`config.mk`:
```
export PLATFORM = sky130hd
export DESIGN_NAME = instruction_decode_flat
export DESIGN_NICKNAME = d
export VERILOG_FILES = /design/src/rtl/instruction_decode_if.sv /design/src/rtl/instruction_decode.sv /design/src/flat_wrapper.sv
export SDC_FILE = /design/constraint.sdc
export NUM_CORES = 1
export LEC_CHECK = 0
export CORE_MARGIN = 2
export CORE_UTILIZATION = 38
export DETAILED_ROUTE_END_ITERATION = 10
export PLACE_DENSITY = 0.76
export SLEW_MARGIN = 30
export SYNTH_ARGS = -nofsm -noshare
export SYNTH_HDL_FRONTEND = slang
export SYNTH_SLANG_ARGS = --single-unit
```
`constraint.sdc`:
```
create_clock -name clock -period 2.5 [get_ports clock]
set_input_delay 0.75 -clock clock [delete_from_list [all_inputs] [get_ports clock]]
set_output_delay 0.75 -clock clock [all_outputs]
set_load 0.05 [all_outputs]
```
`src/rtl/instruction_decode_if.sv`:
```
`default_nettype none
// ============================================================================
// Module      : instruction_decode_if
// Description : Fetch, register-bank and execute-side signals of the MUSA
//               decode stage grouped into one bundle. The slave modport is
//               the decode stage; the master modport is its environment.
// Revision    : 1.0 - initial release
// ============================================================================
interface instruction_decode_if #(
  parameter int DATA_WIDTH     = 32,
  parameter int REG_ADDR_WIDTH = 5
);
  // Fetch side
  logic                      if_valid;
  logic [31:0]               if_instr;
  logic [DATA_WIDTH-1:0]     if_pc;
  logic                      stall_out;
  logic                      flush;
  // Register bank read ports
  logic [REG_ADDR_WIDTH-1:0] address;
  logic [REG_ADDR_WIDTH-1:0] addressB;
  logic                      enable_read;
  logic [DATA_WIDTH-1:0]     out_data;
  logic [DATA_WIDTH-1:0]     out_dataB;
  // ID/EX pipeline register contents
  logic                      ex_valid;
  logic [5:0]                ex_opcode;
  logic [5:0]                ex_funct;
  logic [DATA_WIDTH-1:0]     ex_rs_data;
  logic [DATA_WIDTH-1:0]     ex_rt_data;
  logic [DATA_WIDTH-1:0]     ex_imm;
  logic [25:0]               ex_jtarget;
  logic [REG_ADDR_WIDTH-1:0] ex_dest;
  logic                      ex_reg_write;
  logic                      ex_mem_read;
  logic                      ex_mem_write;
  logic [DATA_WIDTH-1:0]     ex_pc;

  modport slave (
    input  if_valid, if_instr, if_pc, flush, out_data, out_dataB,
    output stall_out, address, addressB, enable_read,
    output ex_valid, ex_opcode, ex_funct, ex_rs_data, ex_rt_data, ex_imm,
    output ex_jtarget, ex_dest, ex_reg_write, ex_mem_read, ex_mem_write, ex_pc
  );

  modport master (
    output if_valid, if_instr, if_pc, flush, out_data, out_dataB,
    input  stall_out, address, addressB, enable_read,
    input  ex_valid, ex_opcode, ex_funct, ex_rs_data, ex_rt_data, ex_imm,
    input  ex_jtarget, ex_dest, ex_reg_write, ex_mem_read, ex_mem_write, ex_pc
  );
endinterface
`default_nettype wire

```
`src/rtl/instruction_decode.sv`:
```
`default_nettype none
// ============================================================================
// Module      : instruction_decode
// Description : MUSA decode stage. Holds IF/ID, decodes control/immediate/
//               register fields, reads the register bank and fills ID/EX.
//               Inserts a single bubble on load-use hazards; execute-side
//               flush kills both pipeline registers.
// Revision    : 1.0 - initial release
// ============================================================================
module instruction_decode #(
  parameter int DATA_WIDTH     = 32,
  parameter int REG_ADDR_WIDTH = 5
) (
  input  wire                   clock,
  input  wire                   reset,
  instruction_decode_if.slave   bus
);

  localparam logic [5:0] C_OP_RTYPE = 6'h00;
  localparam logic [5:0] C_OP_ADDI  = 6'h08;
  localparam logic [5:0] C_OP_LW    = 6'h23;
  localparam logic [5:0] C_OP_SW    = 6'h2B;
  localparam logic [5:0] C_OP_BEQ   = 6'h04;
  localparam logic [5:0] C_OP_J     = 6'h02;

  typedef enum logic [0:0] {
    S_RUN   = 1'b0,
    S_STALL = 1'b1
  } state_t;

  state_t r_state;
  state_t w_next_state;

  // IF/ID register
  logic                      r_id_valid;
  logic [31:0]               r_id_instr;
  logic [DATA_WIDTH-1:0]     r_id_pc;

  // ID/EX register
  logic                      r_ex_valid;
  logic [5:0]                r_ex_opcode;
  logic [5:0]                r_ex_funct;
  logic [DATA_WIDTH-1:0]     r_ex_rs_data;
  logic [DATA_WIDTH-1:0]     r_ex_rt_data;
  logic [DATA_WIDTH-1:0]     r_ex_imm;
  logic [25:0]               r_ex_jtarget;
  logic [REG_ADDR_WIDTH-1:0] r_ex_dest;
  logic                      r_ex_reg_write;
  logic                      r_ex_mem_read;
  logic                      r_ex_mem_write;
  logic [DATA_WIDTH-1:0]     r_ex_pc;

  // Instruction fields of the IF/ID entry
  logic [5:0]                w_opcode;
  logic [REG_ADDR_WIDTH-1:0] w_rs;
  logic [REG_ADDR_WIDTH-1:0] w_rt;
  logic [REG_ADDR_WIDTH-1:0] w_rd;
  logic [5:0]                w_funct;
  logic [15:0]               w_imm16;

  // Decoded controls
  logic [REG_ADDR_WIDTH-1:0] w_dest;
  logic                      w_writes;
  logic                      w_reg_write;
  logic                      w_mem_read;
  logic                      w_mem_write;
  logic                      w_rs_used;
  logic                      w_rt_used;

  logic                      w_load_use;
  logic                      w_stall;

  assign w_opcode = r_id_instr[31:26];
  assign w_rs     = r_id_instr[25:21];
  assign w_rt     = r_id_instr[20:16];
  assign w_rd     = r_id_instr[15:11];
  assign w_funct  = r_id_instr[5:0];
  assign w_imm16  = r_id_instr[15:0];

  // Register bank is addressed straight from the IF/ID instruction
  assign bus.address     = w_rs;
  assign bus.addressB    = w_rt;
  assign bus.enable_read = r_id_valid;

  // Opcode decode: destination, memory controls and which sources are read
  always_comb begin
    w_dest      = '0;
    w_writes    = 1'b0;
    w_mem_read  = 1'b0;
    w_mem_write = 1'b0;
    w_rs_used   = 1'b0;
    w_rt_used   = 1'b0;
    case (w_opcode)
      C_OP_RTYPE: begin
        w_dest    = w_rd;
        w_writes  = 1'b1;
        w_rs_used = 1'b1;
        w_rt_used = 1'b1;
      end
      C_OP_ADDI: begin
        w_dest    = w_rt;
        w_writes  = 1'b1;
        w_rs_used = 1'b1;
      end
      C_OP_LW: begin
        w_dest     = w_rt;
        w_writes   = 1'b1;
        w_mem_read = 1'b1;
        w_rs_used  = 1'b1;
      end
      C_OP_SW: begin
        w_mem_write = 1'b1;
        w_rs_used   = 1'b1;
        w_rt_used   = 1'b1;
      end
      C_OP_BEQ: begin
        w_rs_used = 1'b1;
        w_rt_used = 1'b1;
      end
      C_OP_J: begin
        w_dest = '0;
      end
      default: begin
        w_dest = '0;
      end
    endcase
    // r0 is hardwired; a write to it is no write at all
    w_reg_write = w_writes & (w_dest != '0);
  end

  // A load sitting in ID/EX whose result is a source of the ID instruction
  assign w_load_use = r_id_valid & r_ex_valid & r_ex_mem_read & (r_ex_dest != '0) &
                      ((w_rs_used & (r_ex_dest == w_rs)) |
                       (w_rt_used & (r_ex_dest == w_rt)));

  // Hazard FSM: next state and stall request
  always_comb begin
    w_next_state = r_state;
    w_stall      = 1'b0;
    case (r_state)
      S_RUN: begin
        w_stall = w_load_use;
        if (w_load_use) w_next_state = S_STALL;
      end
      S_STALL: begin
        w_next_state = S_RUN;
      end
      default: begin
        w_next_state = S_RUN;
      end
    endcase
    if (bus.flush) w_next_state = S_RUN;
  end

  assign bus.stall_out = w_stall;

  // Hazard FSM state register
  always_ff @(posedge clock or negedge reset) begin
    if (!reset) r_state <= S_RUN;
    else        r_state <= w_next_state;
  end

  // IF/ID register: flush kills it, a stall holds it
  always_ff @(posedge clock or negedge reset) begin
    if (!reset) begin
      r_id_valid <= 1'b0;
      r_id_instr <= '0;
      r_id_pc    <= '0;
    end else if (bus.flush) begin
      r_id_valid <= 1'b0;
    end else if (!w_stall) begin
      r_id_valid <= bus.if_valid;
      r_id_instr <= bus.if_instr;
      r_id_pc    <= bus.if_pc;
    end
  end

  // ID/EX register: decoded instruction or an all-zero bubble
  always_ff @(posedge clock or negedge reset) begin
    if (!reset) begin
      r_ex_valid     <= 1'b0;
      r_ex_opcode    <= '0;
      r_ex_funct     <= '0;
      r_ex_rs_data   <= '0;
      r_ex_rt_data   <= '0;
      r_ex_imm       <= '0;
      r_ex_jtarget   <= '0;
      r_ex_dest      <= '0;
      r_ex_reg_write <= 1'b0;
      r_ex_mem_read  <= 1'b0;
      r_ex_mem_write <= 1'b0;
      r_ex_pc        <= '0;
    end else if (bus.flush || w_stall || !r_id_valid) begin
      r_ex_valid     <= 1'b0;
      r_ex_opcode    <= '0;
      r_ex_funct     <= '0;
      r_ex_rs_data   <= '0;
      r_ex_rt_data   <= '0;
      r_ex_imm       <= '0;
      r_ex_jtarget   <= '0;
      r_ex_dest      <= '0;
      r_ex_reg_write <= 1'b0;
      r_ex_mem_read  <= 1'b0;
      r_ex_mem_write <= 1'b0;
      r_ex_pc        <= '0;
    end else begin
      r_ex_valid     <= 1'b1;
      r_ex_opcode    <= w_opcode;
      r_ex_funct     <= w_funct;
      r_ex_rs_data   <= bus.out_data;
      r_ex_rt_data   <= bus.out_dataB;
      r_ex_imm       <= {{(DATA_WIDTH-16){w_imm16[15]}}, w_imm16};
      r_ex_jtarget   <= r_id_instr[25:0];
      r_ex_dest      <= w_dest;
      r_ex_reg_write <= w_reg_write;
      r_ex_mem_read  <= w_mem_read;
      r_ex_mem_write <= w_mem_write;
      r_ex_pc        <= r_id_pc;
    end
  end

  assign bus.ex_valid     = r_ex_valid;
  assign bus.ex_opcode    = r_ex_opcode;
  assign bus.ex_funct     = r_ex_funct;
  assign bus.ex_rs_data   = r_ex_rs_data;
  assign bus.ex_rt_data   = r_ex_rt_data;
  assign bus.ex_imm       = r_ex_imm;
  assign bus.ex_jtarget   = r_ex_jtarget;
  assign bus.ex_dest      = r_ex_dest;
  assign bus.ex_reg_write = r_ex_reg_write;
  assign bus.ex_mem_read  = r_ex_mem_read;
  assign bus.ex_mem_write = r_ex_mem_write;
  assign bus.ex_pc        = r_ex_pc;

endmodule
`default_nettype wire

```
`src/flat_wrapper.sv`:
```
// flat-port wrapper written by rule: the top's interface ports become plain ports
module instruction_decode_flat 
#(
  parameter int DATA_WIDTH     = 32,
  parameter int REG_ADDR_WIDTH = 5
)
  (clock, reset, bus_if_valid, bus_if_instr, bus_if_pc, bus_flush, bus_out_data, bus_out_dataB, bus_stall_out, bus_address, bus_addressB, bus_enable_read, bus_ex_valid, bus_ex_opcode, bus_ex_funct, bus_ex_rs_data, bus_ex_rt_data, bus_ex_imm, bus_ex_jtarget, bus_ex_dest, bus_ex_reg_write, bus_ex_mem_read, bus_ex_mem_write, bus_ex_pc);
  instruction_decode_if #(.DATA_WIDTH(DATA_WIDTH), .REG_ADDR_WIDTH(REG_ADDR_WIDTH)) bus_i ();
  input  wire clock;
  input  wire reset;
  input wire logic [$bits(bus_i.if_valid)-1:0] bus_if_valid;
  input wire logic [$bits(bus_i.if_instr)-1:0] bus_if_instr;
  input wire logic [$bits(bus_i.if_pc)-1:0] bus_if_pc;
  input wire logic [$bits(bus_i.flush)-1:0] bus_flush;
  input wire logic [$bits(bus_i.out_data)-1:0] bus_out_data;
  input wire logic [$bits(bus_i.out_dataB)-1:0] bus_out_dataB;
  output wire logic [$bits(bus_i.stall_out)-1:0] bus_stall_out;
  output wire logic [$bits(bus_i.address)-1:0] bus_address;
  output wire logic [$bits(bus_i.addressB)-1:0] bus_addressB;
  output wire logic [$bits(bus_i.enable_read)-1:0] bus_enable_read;
  output wire logic [$bits(bus_i.ex_valid)-1:0] bus_ex_valid;
  output wire logic [$bits(bus_i.ex_opcode)-1:0] bus_ex_opcode;
  output wire logic [$bits(bus_i.ex_funct)-1:0] bus_ex_funct;
  output wire logic [$bits(bus_i.ex_rs_data)-1:0] bus_ex_rs_data;
  output wire logic [$bits(bus_i.ex_rt_data)-1:0] bus_ex_rt_data;
  output wire logic [$bits(bus_i.ex_imm)-1:0] bus_ex_imm;
  output wire logic [$bits(bus_i.ex_jtarget)-1:0] bus_ex_jtarget;
  output wire logic [$bits(bus_i.ex_dest)-1:0] bus_ex_dest;
  output wire logic [$bits(bus_i.ex_reg_write)-1:0] bus_ex_reg_write;
  output wire logic [$bits(bus_i.ex_mem_read)-1:0] bus_ex_mem_read;
  output wire logic [$bits(bus_i.ex_mem_write)-1:0] bus_ex_mem_write;
  output wire logic [$bits(bus_i.ex_pc)-1:0] bus_ex_pc;
  assign bus_i.if_valid = bus_if_valid;
  assign bus_i.if_instr = bus_if_instr;
  assign bus_i.if_pc = bus_if_pc;
  assign bus_i.flush = bus_flush;
  assign bus_i.out_data = bus_out_data;
  assign bus_i.out_dataB = bus_out_dataB;
  assign bus_stall_out = bus_i.stall_out;
  assign bus_address = bus_i.address;
  assign bus_addressB = bus_i.addressB;
  assign bus_enable_read = bus_i.enable_read;
  assign bus_ex_valid = bus_i.ex_valid;
  assign bus_ex_opcode = bus_i.ex_opcode;
  assign bus_ex_funct = bus_i.ex_funct;
  assign bus_ex_rs_data = bus_i.ex_rs_data;
  assign bus_ex_rt_data = bus_i.ex_rt_data;
  assign bus_ex_imm = bus_i.ex_imm;
  assign bus_ex_jtarget = bus_i.ex_jtarget;
  assign bus_ex_dest = bus_i.ex_dest;
  assign bus_ex_reg_write = bus_i.ex_reg_write;
  assign bus_ex_mem_read = bus_i.ex_mem_read;
  assign bus_ex_mem_write = bus_i.ex_mem_write;
  assign bus_ex_pc = bus_i.ex_pc;
  instruction_decode #(.DATA_WIDTH(DATA_WIDTH), .REG_ADDR_WIDTH(REG_ADDR_WIDTH)) u_core (.clock(clock), .reset(reset), .bus(bus_i));
endmodule
```
-- Word level (Yosys, flattened, before mapping)
Cells that the tools add are included.
- register bits: 241
- latch bits: 0
- bits in writable memories: 0
- memory bits (read-only): 0
- memories kept: 0
- add/subtract/negate cells: 0
- $mul: 0
- divide/modulo/power cells: 0
- order comparisons: 0
- eq/ne operators: 7
- shifts and indexed selects: 0
- multiplexer cells: 24
- bitwise operators: 11
- reductions and logical operators: 11
- operators with widths (operator ; count):
    32-bit 2-to-1 mux ; 4
    26-bit 2-to-1 mux ; 1
    1-bit 2-to-1 mux ; 14
    6-bit == test, second input constant ; 2
    6-bit 2-to-1 mux ; 2
    5-bit == test ; 2
    5-bit case mux with 2 select lines ; 1
    5-bit nonzero test ; 2
    1-bit bitwise AND ; 7
    6-bit by 3-bit == test with 1-bit output, second input constant ; 1
    6-bit by 4-bit == test with 1-bit output, second input constant ; 1
    6-bit zero test ; 1
    3-bit OR reduction ; 2
    5-bit 2-to-1 mux ; 1
    5-bit OR reduction ; 1
    1-bit inverter ; 3
    1-bit logical OR ; 2
    2-bit != test, second input constant ; 1
    1-bit case mux with 2 select lines ; 1
    2-bit AND reduction ; 1
    2-bit OR reduction ; 1
    1-bit zero test ; 1
    1-bit bitwise OR ; 1

-- Longest topological paths before layout
- depth in word-level cells: 10
- gate-level depth with buffers: 8
- mapped depth without buffers: 5

-- Worst setup path before layout
No wires, ideal clock.
- kind: register to output
- start: reg u_core.r_ex_dest[3] (netlist: u_core.bus.ex_dest[3])
- end: out bus_stall_out
- arrival: 1957 ps
- slack: -207 ps
- stages on the path, launching flop included: 5
- cells stage by stage: dfrtp_1 -> or4_4 -> o211ai_4 -> nor4_4 -> or2_2
- word-level cells in the longest chain between the ends: 5
- RTL lines (element ; RTL line ; text):
    start: declaration ; instruction_decode.sv:47 ; logic [REG_ADDR_WIDTH-1:0] r_ex_dest;
    start signal: assignment ; instruction_decode.sv:214 ; r_ex_dest <= w_dest;
    5-bit == test, on equally long branches ; instruction_decode.sv:133, instruction_decode.sv:134 ;
    1-bit bitwise AND, on equally long branches ; instruction_decode.sv:133, instruction_decode.sv:134 ;
    1-bit bitwise OR ; instruction_decode.sv:133 ; ((w_rs_used & (r_ex_dest == w_rs)) |
    1-bit bitwise AND (*) ; instruction_decode.sv:132 ; assign w_load_use = r_id_valid & r_ex_valid & r_ex_mem_read & (r_ex_dest != '0) &
    1-bit 2-to-1 mux (*) ; instruction_decode.sv:140 ; case (r_state)
    end: declaration ; flat_wrapper.sv:17 ; output wire logic [$bits(bus_i.stall_out)-1:0] bus_stall_out;
Every way passes the cells marked *; elsewhere a longest branch is shown, timed or not.

-- Worst setup path in the final report
Ends and elaborated chain as after synthesis.

==> out/results.txt <==
Worst relative slew slack: 0.494
Routed vias: 4941
DR pass1 iterations: 4
Leakage: 5.36 nW
Least-Margin Pin Slew: 758 ps
Global route total overflow: 0
Pint: 5.82 mW
Peak supply drop: 0.000493 V
Crit start category: register
Reg area: 5080 sq um
Clock share of power: 0.399
Num CTS Buffers: 22
Combinational Power Share: 0.145
Max Slew Vio Count: 0
Largest net degree at the start of global routing: 63
Final setup viols: 53
Tightest Hold Check Type: in2async
Failing checks: negative setup slack
Design area: 11800 sq um
Core area: 19500 sq um
Placed wire-length estimate: 13400 um
Via density per instance: 4.44
Filler instances: 1526
DP Worst Slack: 31.7 ps
Max cap viols: 0
Layout cells sized above 1: 0.181
Diodes inserted: 0
Routed Wire Length: 19100 um
Non-Filler Instances: 1112
Critical Path AT: 2160 ps
Portion of total power attributed to sequential cells: 0.456
CP endpoint kind: output port
Endpoints failing hold: 0
Mapped cell area: 7520 sq um
GRT busiest layer: met2
Utilization after layout: 0.604
Clk slew on worst S/H paths: 60 ps
Worst setup margin: -415 ps
Pwr Density: 664 nW/um^2
WL/cell: 17.2 um
Commonest non-fill, non-tap cell in the layout: clkdlybuf4s50_1
Yosys warns: 0
Clk Latency, worst-skew pair: 500 ps
Detail Route Antenna Nets: 0
Most frequent cells in the layout: clkdlybuf4s50_1 (271), dfrtp_1 (199), and2_1 (127), mux2_2 (50), buf_4 (36)
Root buf cell: clkbuf_16
Die Span Y: 145 um
Area Overhead vs Synth: 56.3%
GRT Overall Usage: 0.171
Placed Cells: 1062
Initial Util: 0.387
CP Class: reg2out
Post-DP Area: 10900 sq um
Fin nets: 964
GPL Wtd Cong: 0.792
First-pass GRT wire length: 27500 um
# port buffers: 318
Clk sinks: 203
RSZ-0062 raised after global routing: true
Residual DRC count: 0
Syn nets: 654
M3 GR Usage: 0.0612
CP Max Fanout: 3
NetSw: 1.98 mW
Synth Instances: 522
Status: finished with violations
Area of the multi-input gates: 1980 sq um
Sequential share of the synthesized area: 0.675
Die area: 20900 sq um
Reg2reg path depth: 9
CTS Buffer Depth: 3
H-tree Lvls: 1
Clock Skew: 14.6 ps
Detailed Route Iter0 Violations: 209
Initial antenna violation count: 1
Vias in the first global route: 4918
I/O Pins: 319
Die X: 145 um
Final Cycle Share: 1.17
Max Freq: 0.343 GHz
Syn Area/Cell: 14.4 sq um
Tmin final: 2910 ps
Switching Fraction: 0.254
Met2 Usage GRT: 0.294
Met1 usage: 0.202
CP Data Required Time: 1750 ps
Placement Rows: 51
Unique masters post-synth: 31
Synthesized flop and latch total: 203
CTS tree: done
-- cells by family after synthesis --
family | share of synthesized area
DFF | 0.675
and+or+nand+nor | 0.139
buffers and inverters | 0.0645
muxes | 0.0958
AOI/OAI and AO/OA | 0.0143
xor gates and xnor gates | 0.0116
-- synthesized netlist by cell type (all sizes together) --
master / number / area (sq um)
or2: 2 / 12.5
or4: 3 / 26.3
o211ai: 1 / 21.3
and4bb: 1 / 12.5
buf: 55 / 433
nor4b: 1 / 8.76
nand2: 4 / 15.0
dfrtp: 203 / 5080
and4b: 2 / 20.0
xnor2: 10 / 87.6
nor3: 9 / 56.3
nand3: 2 / 10.0
nor4: 5 / 46.3
a21oi: 3 / 15.0
nor2b: 2 / 12.5
nor2: 3 / 11.3
clkbuf: 14 / 52.6
o21ai: 2 / 10.0
mux2: 64 / 721
nor3b: 1 / 7.51
o41ai: 1 / 16.3
nand4b: 1 / 8.76
and2: 127 / 795
a21boi: 1 / 7.51
a22oi: 5 / 37.5
-- stage by stage --
stage | total power, mW | TNS, ps | hold WS (ps)
2_1_floorplan | 4.21 | 0 | 446
3_3_place_gp | 4.71 | 0 | 451
3_5_place_dp | 4.73 | 0 | 460
4_1_cts | 7.88 | -464 | 245
5_1_grt | 8.13 | -8820 | 266
6_report | 7.80 | -5220 | 223
-- worst paths after layout --
check                                      startpoint                        to  slack [ps]
max in group asynchronous                       reset        u_core.r_id_pc[16]        1580
worst min register to register      u_core.r_id_pc[0]       u_core.bus.ex_pc[0]         470
min in group clock                  u_core.r_id_pc[0]       u_core.bus.ex_pc[0]         470
worst max-delay path            u_core.bus.ex_dest[3]             bus_stall_out        -410
worst max register to register  u_core.bus.ex_dest[3]        u_core.r_id_pc[18]        -140
worst min-delay path                            reset  u_core.bus.ex_rt_data[1]         220
-- metal layers --
metal	wire length, um	share of wire	vias up
met5	0	0	-
met4	404	0.021	0
met3	1850	0.097	34
met2	9580	0.50	225
met1	7260	0.38	2406
li1	-	-	2276
-- what timing repair did --
item                                    4_1_cts  5_1_grt
pin swaps                                     2        2
hold buffers                                  0        0
gates resized for setup                      23       10
gates cloned                                  0        7
setup buffers                                 1        3
endpoints found under the setup margin       23       57
-- registers in the layout (all words and copies together), names as in the netlist, 6 cells and up --
name                   flops
u_core.bus.ex_imm         11
u_core.bus.ex_jtarget     10
u_core.bus.ex_opcode       6
u_core.bus.ex_pc          32
u_core.bus.ex_rs_data     32
u_core.bus.ex_rt_data     32
u_core.r_id_instr         32
u_core.r_id_pc            32
-- area by class of cell --
cell class                 count  share of cell area
timing repair buffer         355               0.311
clock inverter                 6             0.00585
multi-input combinational    250               0.168
clock buffer                  33              0.0537
sequential                   203               0.432
tap                          265              0.0282
-- power by group through the flow --
stage / combinational [mW] / sequential (mW) / clock (mW)
after floorplan: 0.407 / 3.80 / 0
after global placement: 1.10 / 3.61 / 0
after detailed placement: 1.11 / 3.62 / 0
after CTS: 1.10 / 3.56 / 3.21
after global routing: 1.20 / 3.58 / 3.35
final: 1.13 / 3.56 / 3.12
-- critical path, cell delays in order, from the launching register on --
cell,delay [ps]
dfrtp_2,400
or4_4,540
o211ai_4,230
nor4_4,60
or2_4,290
buf_12,150
No activity file was read; power rests on OpenSTA's default activity.
